`src/rtl/proc_sched_timers_pkg.sv`:
```
// proc_sched_timers_pkg: shared constants for proc_sched_timers
//   ctrl bit positions, command field offsets/widths and timer mode encodings.
package proc_sched_timers_pkg;
  localparam int CTRL_RST_TKR = 0;
  localparam int CTRL_SET_PER = 1;
  localparam int CTRL_BIND    = 2;
  localparam int CTRL_CLR     = 3;
  localparam int CTRL_EN      = 4;
  localparam int CTRL_DIS     = 5;
  localparam int CTRL_FRC     = 6;
  localparam int CTRL_MODE    = 7;
  localparam int CTRL_OFS     = 0;
  localparam int CTRL_W       = 8;
  localparam int INDEX_OFS    = 8;
  localparam int INDEX_W      = 4;
  localparam int OPND_OFS     = 16;
  localparam int OPND_W       = 16;
  typedef enum logic {
    MODE_PERIODIC = 1'b0,
    MODE_ONESHOT  = 1'b1
  } mode_e;
endpackage

```
`src/rtl/proc_sched_tim.sv`:
```
// proc_sched_tim: one process timer bound to a shared ticker
//   clk, rst_n   : clock, synchronous active-low reset
//   sel          : a command strobe addressed to this timer
//   ctrl         : command ctrl bits
//   tkr_op       : operand[3:0] (ticker number for bind, bit 0 = mode)
//   done_vec     : period_done of all tickers, zero-padded to 16
//   ready, ovr   : registered ready flag and sticky overrun flag
// Overrun tracking exists only with PROC_SCHED_TIMERS_OVERRUN_EN defined.
module proc_sched_tim
  import proc_sched_timers_pkg::*;
#(
  parameter int NUM_TICKERS = 8
) (
  input  logic        clk,
  input  logic        rst_n,
  input  logic        sel,
  input  logic [7:0]  ctrl,
  input  logic [3:0]  tkr_op,
  input  logic [15:0] done_vec,
  output logic        ready,
  output logic        ovr
);
  logic [3:0] tkr;
  logic       en;
  mode_e      mode;
  logic       done;
  logic       bind_ok;
  logic       cmd;
  assign done    = done_vec[tkr];
  // a bind naming a nonexistent ticker is treated as absent
  assign bind_ok = ctrl[CTRL_BIND] & (32'(tkr_op) < NUM_TICKERS);
  // any state-changing command for this timer masks a same-cycle period_done
  assign cmd     = sel & (ctrl[CTRL_DIS] | bind_ok | ctrl[CTRL_EN] | ctrl[CTRL_CLR] | ctrl[CTRL_FRC]);
  always_ff @(posedge clk) begin
    if (!rst_n) begin
      tkr   <= '0;
      en    <= 1'b0;
      mode  <= MODE_PERIODIC;
      ready <= 1'b0;
    end else begin
      if (sel & ctrl[CTRL_MODE]) mode <= mode_e'(tkr_op[0]);
      if (cmd) begin
        if (ctrl[CTRL_DIS]) begin
          en    <= 1'b0;
          ready <= 1'b0;
        end else if (bind_ok) begin
          tkr   <= tkr_op;
          en    <= 1'b1;
          ready <= 1'b0;
        end else if (ctrl[CTRL_EN]) begin
          en    <= 1'b1;
          ready <= 1'b0;
        end else if (ctrl[CTRL_CLR]) begin
          ready <= 1'b0;
        end else if (en) begin
          ready <= 1'b1;
        end
      end else if (done & en) begin
        ready <= 1'b1;
        if (mode == MODE_ONESHOT) en <= 1'b0;
      end
    end
  end
`ifdef PROC_SCHED_TIMERS_OVERRUN_EN
  logic ovr_clr;
  logic ovr_set;
  assign ovr_clr = cmd & ~ctrl[CTRL_DIS] & (bind_ok | (~ctrl[CTRL_EN] & ctrl[CTRL_CLR]));
  assign ovr_set = ~cmd & done & en & ready;
  always_ff @(posedge clk) begin
    if (!rst_n || ovr_clr) ovr <= 1'b0;
    else if (ovr_set) ovr <= 1'b1;
  end
`else
  assign ovr = 1'b0;
`endif
endmodule

```
`src/rtl/proc_sched_timers.sv`:
```
// proc_sched_timers: shared tickers driving a bank of process timers
//   clk, rst_n : clock, synchronous active-low reset
//   wr, tick   : command strobe, timebase pulse
//   data_in    : [7:0] ctrl, [11:8] index, [31:16] operand
//   data_out   : [31:16] overrun vector, [15:0] ready vector
//   procRdy    : per-timer ready flags
// Define PROC_SCHED_TIMERS_OVERRUN_EN to enable sticky overrun flags.
module proc_sched_timers
  import proc_sched_timers_pkg::*;
#(
  parameter int NUM_TICKERS = 8,
  parameter int TICKER_W    = 16,
  parameter int NUM_PTMR    = 16
) (
  input  logic                clk,
  input  logic                rst_n,
  input  logic                wr,
  input  logic                tick,
  input  logic [31:0]         data_in,
  output logic [31:0]         data_out,
  output logic [NUM_PTMR-1:0] procRdy
);
  logic [CTRL_W-1:0]      ctrl;
  logic [INDEX_W-1:0]     idx;
  logic [OPND_W-1:0]      operand;
  logic [NUM_TICKERS-1:0] done;
  logic [15:0]            done_vec;
  logic [NUM_PTMR-1:0]    ovr;
  logic                   unused_bits;
  assign ctrl        = data_in[CTRL_OFS +: CTRL_W];
  assign idx         = data_in[INDEX_OFS +: INDEX_W];
  assign operand     = data_in[OPND_OFS +: OPND_W];
  assign done_vec    = 16'(done);
  assign unused_bits = ^{data_in[15:12], operand};
  for (genvar k = 0; k < NUM_TICKERS; k++) begin : g_tkr
    logic [TICKER_W-1:0] period;
    logic [TICKER_W-1:0] count;
    assign done[k] = tick & (count == period) & (period != '0);
    // a period written below the running count lets the count run on and wrap
    always_ff @(posedge clk) begin
      if (!rst_n) period <= '0;
      else if (wr & ctrl[CTRL_SET_PER] & (idx == 4'(k))) period <= operand[TICKER_W-1:0];
      if (!rst_n || (wr & ctrl[CTRL_RST_TKR]) || done[k] || period == '0) count <= '0;
      else count <= count + TICKER_W'(tick);
    end
  end
  for (genvar i = 0; i < NUM_PTMR; i++) begin : g_tim
    proc_sched_tim #(.NUM_TICKERS(NUM_TICKERS)) u_tim (
      .clk      (clk),
      .rst_n    (rst_n),
      .sel      (wr & (idx == 4'(i))),
      .ctrl     (ctrl),
      .tkr_op   (operand[3:0]),
      .done_vec (done_vec),
      .ready    (procRdy[i]),
      .ovr      (ovr[i])
    );
  end
  assign data_out = {16'(ovr), 16'(procRdy)};
endmodule
```
`config.mk`:
```
export PLATFORM = sky130hd
export DESIGN_NAME = proc_sched_timers
export DESIGN_NICKNAME = d
export VERILOG_FILES = /design/src/rtl/proc_sched_timers_pkg.sv /design/src/rtl/proc_sched_tim.sv /design/src/rtl/proc_sched_timers.sv
export SDC_FILE = /design/constraint.sdc
export NUM_CORES = 1
export LEC_CHECK = 0
export ABC_AREA = 0
export BUFFER_PORTS_ARGS = -buffer_cell sky130_fd_sc_hd__buf_2
export CORE_MARGIN = 3
export CORE_UTILIZATION = 64
export CTS_BUF_LIST = sky130_fd_sc_hd__clkbuf_8
export DETAILED_ROUTE_END_ITERATION = 8
export PLACE_DENSITY = 0.93
export SLEW_MARGIN = 25
export SYNTH_ARGS = -nofsm -noshare
export SYNTH_HDL_FRONTEND = slang
export SYNTH_SLANG_ARGS = --single-unit
```
`constraint.sdc`:
```
create_clock -name clk -period 2.26 [get_ports clk]
set_input_delay 0.226 -clock clk [delete_from_list [all_inputs] [get_ports clk]]
set_output_delay 0.226 -clock clk [all_outputs]
set_load 0.02 [all_outputs]
```
==> impl_metrics.toml <==
[place]
hpwlAfterDp_um = 38400
port_buffers = 63
dp.cells = 2768
place_congestion = 0.988

[routing]
via_count = 19989
detail-route-antenna-nets = 0
top_layer = "met5"
routed_wl_um = 66200
route.met2.wl_um = 28400
wl_met3_um = 9880
first_iter_violations = 3368
route.detailed.drc = 0
routedWlPerCell_um = 22.8
routed_via_density = 6.89
wl_met1_um = 21400
first_pass_iters = 9

[power_and_ir_drop]
p_leak_uw = 0.00780
pwr_density_cell_mw_per_mm2 = 636
peakVddDrop_uv = 403
total_power_uw = 13900

[setup_path]
ff2ff_setup_slack_ps = -280
crit_start = "g_tkr[0].period[9]$_SDFFE_PN0P_"
r2r-start = "g_tkr[0].period[9]$_SDFFE_PN0P_"
cp.required_ps = 2770
worstReg2RegEnd = "g_tim[9].u_tim.en$_SDFFE_PN0P_"
r2r_cells = 10
worst-endpoint-arrival_ps = 3060
cp_max_fo = 3
path_class = "reg2reg"
end_kind = "register"
start_kind = "register"
crit_path_end = "g_tim[9].u_tim.en$_SDFFE_PN0P_"

[global_routing]
grt_usage = 0.373
antenna_found_initial = 2
grt_max_degree = 81
overflow = 0
grt_pass1_vias = 18849
grt_pass1_wl_um = 96100

[timing]
slew_viol_final = 0
slew-limit-headroom = 0.424
layout_setup_ws_ps = -284
clock_skew_ps = 35.8
rsz0062_at_grt = "true"
holdWs_ps = -4.38
worstMarginPinSlew_ps = 862
min_period_ps = 2540
max_clock_freq_ghz = 0.393
timing.final.crit_share = 1.13
setup_violations = 14
hold_viol_final = 1

[floorplanning]
initial_core_util = 0.653
dieHeight_um = 178
io_pins = 84
row_count = 62
die_x_um = 178
fp.dieArea_mm2 = 0.0316
core-area_mm2 = 0.0289

[logic_synthesis]
syn-instance-count = 2386
synth-seq-cells = 368
yosysSeqAreaShare = 0.390
syn_area_mm2 = 0.0189
yosys_warnings = 0
ys_types = 68
synth_most_common_cell = "dfxtp_1"
synth_edf_count = 0
yosys_most_used_dff = "dfxtp_1"
synth_largest_area_cell = "dfxtp_1"
synthArstFlopShare = 0
netlist_top_cells_area = "dfxtp_1, xnor2_1, nand2_1"
yosys-top-cells-count = "dfxtp_1, nand2_1, nor2_1, nand3_1, a21oi_1"
synth_area_per_cell_um2 = 7.92
yosysTopAreaCellShare = 0.390

[layout]
nets = 2524
final-instance-count-excl-fill = 2900
drive_above_1_share = 0.174
num-fill-cells = 1727
syn_to_final_growth_pct = 15.5

[cts]
cts.clk_slew.worst_paths_ps = 70
cts_buffer_depth = 3
clock_latency_ps = 650
htree_levels = 2
root_buffer = "clkbuf_8"
cts.sinks = 368
cts_tree = "done"
cts_made_buffers = 58

[min_path]
hp-class = "in2reg"
hold_depth = 3

[job]
cap_violations = 0

[status]
violations = "hold timing, setup timing"
status = "complete, but fails checks"
critical path, cell delays in order (launching register included):
cell	delay, ps
dfxtp_1	320
buf_4	140
xnor2_1	260
nand4_1	140
buf_4	180
nor3_1	560
a221oi_4	170
nor4_4	230
buf_4	170
and4b_1	180
nor2_1	50
where the power goes:
part / leakage, µW / total, µW / switching (µW) / internal, µW
combinational: 0.00414 / 1360 / 918 / 438
sequential: 0.00299 / 6580 / 50.1 / 6530
clock: 0.000678 / 5950 / 2850 / 3100
cell type report:
type	count	area, µm²	area share
inverters	24	95.1	0.00436
clock inverters	28	165	0.00757
multi-input cells	1812	11000	0.503
repair buffers	208	1630	0.0747
well taps	384	480	0.0220
flip-flops and latches	368	7430	0.341
diodes	1	2.50	0.000115
clock buffers	75	1030	0.0473
logic make-up (layout without fill, tap and decap cells):
kind of cell	Yosys count	count (layout)	share of synthesized area
compound gates	369	369	0.119
mux	31	31	0.0164
fa+ha+maj	16	16	0.0106
simple gates	1144	1144	0.296
buf+inv	221	335	0.0569
other cells	1	17	0.000198
xor+xnor	236	236	0.111
flops	368	368	0.390
routing by layer:
metal / vias up / GRT usage
li1: 8446 / -
met2: 1808 / 0.597
met4: 2 / 0.241
met1: 9057 / 0.444
met3: 676 / 0.0978
met5: - / 0
flip-flops by register name, indices dropped and copies added (netlist names):
name,cells
g_tim.u_tim.en,16
g_tim.u_tim.mode,16
g_tim.u_tim.ready,16
g_tim.u_tim.tkr,64
g_tkr.count,128
g_tkr.period,128
how the worst min path moves through the flow:
stage,startpoint,endpoint
after floorplan,data_in[17],g_tkr[2].period[1]$_SDFFE_PN0P_
after global placement,g_tim[14].u_tim.tkr[3]$_SDFFE_PN0P_,g_tim[14].u_tim.tkr[3]$_SDFFE_PN0P_
after detailed placement,g_tim[9].u_tim.tkr[3]$_SDFFE_PN0P_,g_tim[9].u_tim.tkr[3]$_SDFFE_PN0P_
after CTS,data_in[24],g_tkr[7].period[8]$_SDFFE_PN0P_
after global routing,data_in[28],g_tkr[2].period[12]$_SDFFE_PN0P_
final,data_in[24],g_tkr[7].period[8]$_SDFFE_PN0P_
through the flow:
step	utilization	setup WS [ps]	instance area, µm²	TNS (ps)	hold WS (ps)
after CTS	0.731	-19.5	21100	-19.5	2.78
after detailed placement	0.685	-138	19800	-179	421
final	0.754	-284	21800	-946	-4.38
after floorplan	-	226	19000	0	373
after global placement	0.685	-158	19800	-158	419
after global routing	0.754	-269	21800	-3240	5.13
layout by cell type (no fill, tap or decap), drive strengths merged, types with 6 or more instances in the layout:
cell type / netlist / layout
nand3: 220 / 220
and2: 11 / 11
inv: 24 / 37
dlygate4sd3: 0 / 7
clkbuf: 119 / 77
ha: 16 / 16
conb: 1 / 16
clkinv: 0 / 14
a221oi: 10 / 10
a211oi: 6 / 6
a22oi: 13 / 13
and3: 41 / 41
a31oi: 11 / 11
nand2b: 12 / 12
o21ai: 46 / 46
nor2: 251 / 251
nand4: 65 / 65
buf: 78 / 199
nor3: 65 / 65
xor2: 74 / 74
a32oi: 41 / 41
mux2i: 31 / 31
and4: 12 / 12
xnor2: 162 / 162
nand4b: 9 / 9
nand2: 343 / 343
a21oi: 204 / 204
dfxtp: 368 / 368
nor2b: 22 / 22
nand3b: 27 / 27
nor4: 47 / 47
repair_timing:
action	CTS	global route
hold endpoints to repair	10	0
pin swaps	4	37
hold buffers	7	0
setup buffers	1	18
setup endpoints to repair	9	53
cloned	0	2
gates resized for setup	11	117
Note: power is estimated with default switching activity, not from simulation.
